$ cat config.mk
export PLATFORM = sky130hd
export DESIGN_NAME = processing_element
export DESIGN_NICKNAME = d
export VERILOG_FILES = /design/src/rtl/processing_element_pkg.sv /design/src/rtl/pe_mac.sv /design/src/rtl/processing_element.sv
export SDC_FILE = /design/constraint.sdc
export NUM_CORES = 1
export LEC_CHECK = 0
export ABC_AREA = 1
export CAP_MARGIN = 20
export CORE_ASPECT_RATIO = 1.2
export CORE_MARGIN = 5
export CORE_UTILIZATION = 45
export DETAILED_ROUTE_END_ITERATION = 8
export HOLD_SLACK_MARGIN = 0.05
export PLACE_DENSITY = 0.87
export SKIP_CTS_REPAIR_TIMING = 1
export SLEW_MARGIN = 20
export SYNTH_ARGS = -nofsm -noshare
export SYNTH_HDL_FRONTEND = slang
export SYNTH_SLANG_ARGS = --single-unit
$ cat constraint.sdc
create_clock -name clk_i -period 3.69 [get_ports clk_i]
set_clock_uncertainty 0.05 [all_clocks]
set_input_delay 0.738 -clock clk_i [delete_from_list [all_inputs] [get_ports clk_i]]
set_output_delay 0.738 -clock clk_i [all_outputs]
set_load 0.05 [all_outputs]
$ cat src/rtl/processing_element_pkg.sv
// Shared configuration for the processing element slice.
//   PE_WIDTH_DEFAULT : default datapath width of one systolic cell
package processing_element_pkg;

  localparam int unsigned PE_WIDTH_DEFAULT = 8;

endpackage : processing_element_pkg

$ cat src/rtl/pe_mac.sv
// Combinational multiply-add for one systolic cell, wrapped modulo 2^WIDTH.
//   weight   : stationary weight operand
//   west     : activation operand
//   ps       : partial sum from the north
//   ps_en    : high adds ps, low adds zero
//   mac_c    : low WIDTH bits of weight*west + (ps_en ? ps : 0)
module pe_mac
  import processing_element_pkg::*;
#(
  parameter int unsigned WIDTH = PE_WIDTH_DEFAULT
) (
  input  logic [WIDTH-1:0] weight,
  input  logic [WIDTH-1:0] west,
  input  logic [WIDTH-1:0] ps,
  input  logic             ps_en,
  output logic [WIDTH-1:0] mac_c
);

  logic [WIDTH-1:0] addend_c;

  // The low WIDTH bits of a full-width product and sum equal those of the
  // same arithmetic carried out in WIDTH bits, so no wide intermediate is kept.
  always_comb begin
    addend_c = '0;
    if (ps_en) begin
      addend_c = ps;
    end
    mac_c = weight * west + addend_c;
  end

endmodule : pe_mac

$ cat src/rtl/processing_element.sv
// Weight-stationary MAC cell, one pipeline stage of a systolic array.
//   clk_i          : clock, all state updates on rising edge
//   rstn_i         : asynchronous active-low reset
//   ctrl_load_i    : capture north_i as weight and pass it south (wins over sum)
//   ctrl_sum_out_i : drive MAC result south and into result_o
//   ctrl_ps_in_i   : add north_i as partial sum into the MAC
//   north_i        : weight (load) or partial sum (compute)
//   west_i         : activation from the left
//   east_o         : registered west_i
//   south_o        : registered pass-through or MAC result
//   weight_o       : current weight register
//   result_o       : last computed MAC result
module processing_element
  import processing_element_pkg::*;
#(
  parameter int unsigned WIDTH = PE_WIDTH_DEFAULT
) (
  input  logic             clk_i,
  input  logic             rstn_i,
  input  logic             ctrl_load_i,
  input  logic             ctrl_sum_out_i,
  input  logic             ctrl_ps_in_i,
  input  logic [WIDTH-1:0] north_i,
  input  logic [WIDTH-1:0] west_i,
  output logic [WIDTH-1:0] east_o,
  output logic [WIDTH-1:0] south_o,
  output logic [WIDTH-1:0] weight_o,
  output logic [WIDTH-1:0] result_o
);

  logic [WIDTH-1:0] weight_q;
  logic [WIDTH-1:0] mac_c;

  // MAC always sees the weight held before the edge.
  pe_mac #(
    .WIDTH (WIDTH)
  ) u_mac (
    .weight (weight_q),
    .west   (west_i),
    .ps     (north_i),
    .ps_en  (ctrl_ps_in_i),
    .mac_c  (mac_c)
  );

  // Weight, result and south registers; load has priority over sum-out.
  always_ff @(posedge clk_i or negedge rstn_i) begin
    if (!rstn_i) begin
      weight_q <= '0;
      result_o <= '0;
      south_o  <= '0;
    end else if (ctrl_load_i) begin
      weight_q <= north_i;
      south_o  <= north_i;
    end else if (ctrl_sum_out_i) begin
      result_o <= mac_c;
      south_o  <= mac_c;
    end else begin
      south_o  <= north_i;
    end
  end

  // Activation forwarding is unconditional.
  always_ff @(posedge clk_i or negedge rstn_i) begin
    if (!rstn_i) begin
      east_o <= '0;
    end else begin
      east_o <= west_i;
    end
  end

  assign weight_o = weight_q;

endmodule : processing_element

# After elaboration in Yosys (flattened, before gate mapping)
# Cells that the tools add are included.
# word_totals
ff_bits,32
inputBits,21
wordCells,11
# classes
n_addsub,1
mul,1
muxes,3
bitwise_logic,1
n_reduce_logical,1
# op_table
op,n
2-to-1 mux 8 bit,3
adder 8 bit,1
multiplier 8 x 8 -> 8 bit,1
AND reduction 2 bit,1
NOT 1 bit,1

# Logic depth before layout (Yosys ltp)
# Gate-level depths: netlist of run 1.
# logic_depth
word_depth,4
mapped_depth,21
mapped_depth_nobuf,20

# Cells and area by module
# A second synthesis of run 1 with hierarchy kept.
# unflattened
cells_unflattened,299
hier_area_um2,2393.5
# by_module_without_submodules
mod,n_inst,cells_each,area_each_um2
pe_mac,1,197,1251.2
processing_element,1,102,1142.3

# Worst setup path after synthesis of run 1
# OpenSTA, ideal clock, no wires.
# synth_path
path_type,input to register
start,input port west_i[0]
end,register result_o[7]
t_arrival_ns,4.070
path_slack_ns,-0.548
stages,20
n_path_buf,1
path_cell_list,buf_4 -> nand2_1 -> fa_1 -> inv_1 -> fa_1 -> inv_1 -> fa_1 -> fa_1 -> inv_1 -> ha_1 -> a21oi_1 -> nand2_1 -> nand2_1 -> nand2_1 -> inv_1 -> nand3_1 -> nand2_1 -> nand2_1 -> nand3_2 -> nand2_1
# synth_via
elab_chain_len,2
# synth_lines
element,line_no,source
start: declaration,processing_element.sv:24,"input logic [WIDTH-1:0] west_i,"
multiplier 8 x 8 -> 8 bit,pe_mac.sv:28,mac_c = weight * west + addend_c;
adder 8 bit,pe_mac.sv:28,
end signal: assignment,processing_element.sv:55,result_o <= mac_c;
end: declaration,processing_element.sv:28,output logic [WIDTH-1:0] result_o
# Every way passes these cells.
# A chain may end at the register's enable or synchronous reset.

# Worst setup path after layout of run 1
# layout_path
start,input port ctrl_ps_in_i
end,register result_o[7]
# layout_via
elab_chain_len,2
# layout_lines
element,line_no,source
start: declaration,processing_element.sv:22,"input logic ctrl_ps_in_i,"
2-to-1 mux 8 bit,pe_mac.sv:25,if (ps_en) begin
adder 8 bit,pe_mac.sv:28,
# Every way passes these cells.

==> results of run 1 <==
## worst min path at each step
stage / startpoint / end / cells after the start
global route: result_o[5] / result_o[5] / 2
CTS: result_o[0] / result_o[0] / 2
global placement: result_o[1] / result_o[1] / 2
finish: result_o[0] / result_o[0] / 2
floorplan: rstn_i / east_o[0] / 0
detailed placement: result_o[0] / result_o[0] / 2
## synthesized netlist by cell type
library cell	count	area share, %
mux2_2	8	3.8
buf_4	3	0.95
buf_6	1	0.48
nand2_1	111	18
buf_2	3	0.63
nor2_8	1	0.84
nand2_2	8	2.1
clkinv_1	1	0.16
inv_1	57	9.0
o21ai_0	2	0.42
dfrtp_1	32	34
fa_1	18	15
xor2_1	1	0.37
inv_2	1	0.16
ha_1	17	9.0
nand3_1	14	3.0
nand3_2	1	0.42
nand3b_1	1	0.32
xnor2_2	1	0.69
or2_2	1	0.26
a21oi_1	4	0.84
## worst min-delay path, cell delays in order, from the launching register on
cell and delay, ns:
dfrtp_1 0.35, nand2_1 0.05, nand2_1 0.05
## layer usage
metal	up-vias	wire length, µm	track usage [%]	share of wire (%)
met4	0	250	8.27	3.6
met3	21	309	3.53	4.5
met1	1094	2520	19.6	36
met5	-	0	0	0
met2	82	3860	34.3	56
li1	1020	-	-	-
## per-stage QoR
stage / cell area, µm² / utilization (%) / TNS [ns]
final: 3450 / 66.6 / -1.10
after global routing: 3450 / 66.6 / -1.63
after CTS: 3260 / 62.9 / -4.13
after detailed placement: 3160 / 60.8 / -6.67
after global placement: 3160 / 60.8 / -6.02
after floorplan: 2410 / - / -0.606
## area by class of cell
| class | count | area, µm² | area share [%] |
|---|---|---|---|
| Tap cell | 62 | 77.6 | 2.25 |
| Clock inverter | 2 | 35.0 | 1.01 |
| Clock buffer | 6 | 72.6 | 2.10 |
| Sequential cell | 32 | 801 | 23.2 |
| Multi-Input combinational cell | 188 | 1460 | 42.4 |
| Timing Repair Buffer | 86 | 783 | 22.7 |
| Inverter | 59 | 221 | 6.41 |
## registers in the layout, summed over array words and instances, names as in the netlist
register	flops
result_o	8
east_o	8
weight_o	8
south_o	8
## cell families after synthesis
kind of cell	after synthesis	share of synthesized area [%]
adder cells (fa/ha/maj)	35	24.2
buffers and inverters	66	11.4
flip-flops	32	33.8
AO/OA/AOI/OAI	6	1.27
XOR/XNOR	2	1.06
multiplexers	8	3.80
AND/OR/NAND/NOR	137	24.5
## where the power goes
group | total [mW] | switching [mW] | internal [mW]
registers | 0.454 | 0.0396 | 0.414
logic | 1.23 | 0.732 | 0.498
clock network | 0.341 | 0.140 | 0.200
==> flow_summary.ini, run 1 <==
[worst_setup_path]
r2r_slack_ns = -0.27
worstPathRequired_ns = 3.82
path_class = in -> reg
slowest_delay_ns = 0.59
critPathBufInv = 8
crit_slowest_cell = fa_2
r2r_end = result_o[7]
crit_fanout = 4
setup.worst_path.start = ctrl_ps_in_i
crit_family = adder cells
r2r-start = weight_o[5]
cp.arrival_ns = 4.19
ff2ff_path_depth = 19
end_kind = flop
startpoint_type = input pin
path_cells = buf_6, buf_6, buf_6, buf_6, nand2_2, inv_2, fa_2, ha_4, ha_4, fa_1, ha_2, inv_2, fa_2, inv_2, nand3_2, nand3b_1, nand2_2, inv_2, nand3_2, nand2_1, nand2_1, nand3_2, nand2_1
endpoint = result_o[7]
cp.depth = 23

[timing]
worstMarginPinSlew_ns = 0.572
maxSlewViolCount = 0
fin_crit_sh_pct = 110
fin_crit_ns = 4.06
finalSetupViolations = 6
report.final.hold_viol_count = 0
worst_slack_ns = -0.366
max_freq_mhz = 247
holdWs_ns = 0.428
slew_headroom_pct = 61.8
grt_setup_unrepaired = true

[route]
post_drt_wl_per_cell_um = 15.9
drtAntennaViolNets = 0
drt_first_pass_iters = 5
drt-total-wl_mm = 6.94
drtIter0Drc = 203
drc = 0
vias = 2217
via_per_inst = 5.10

[global_route]
grt_max_degree = 33
gr-total-overflow = 0
grt_pass1_vias = 2216
track_usage_pct = 18.1
grt_pass1_wl_mm = 9.88
antenna_found_initial = 0

[logic_synthesis]
ys_ff_latch = 32
synth_warnings = 0
syn_area_per_cell_um2 = 8.29
netlist_area_um2 = 2370
syn_nets = 342
syn_inst = 286
synth_cell_types = 21
ys_seq_area_share_pct = 33.8

[finish]
mostFrequentLayoutCells = 105 x nand2_1, 45 x inv_1, 40 x clkdlybuf4s50_1
antenna_cells = 0
final_common_cell = nand2_1
final_nets = 428
fillers = 379
syn2layout_area_growth_pct = 45.8
final_cells = 435
final_layout_size_suffix_gt1_share_pct = 28.7

[run_status]
status = complete, but fails checks
violations = negative setup slack

[placement]
io_buffers = 52
dp_worst_setup_slack_ns = -1.02
dpl.cell_count = 421
gp_congestion = 0.860
dp.final_hpwl_mm = 4.66

[cts]
clk_latency_ns = 0.29
clkSinkCount = 32
cts.clk_slew.worst_paths_ns = 0.07
root_buffer = clkbuf_8
cts_tree = done
cts_made_buffers = 5
htreeDepth = 2
cts.path.max_buffers = 2

[pwr]
p_per_area_nw_per_um2 = 586
p_leak_nw = 1.91
p_total_mw = 2.02
peakVddDrop_v = 0.000268

[floorplan]
die_w_um = 76.2
initial_core_util_pct = 45.7
die-area_um2 = 6820
rows = 29
ioPinCount = 53
die_h_um = 89.5
core_um2 = 5190

[job]
maxCapViolCount = 0

[hold_path]
worstHoldPathType = reg -> reg
No activity file was read; power rests on OpenSTA's default activity.
==> run 2: changes to the inputs <==
- CTS_CLUSTER_SIZE: default -> 30
==> results of run 2 <==
Same layout as run 1: the final DEF is identical, and so are final timing and power.
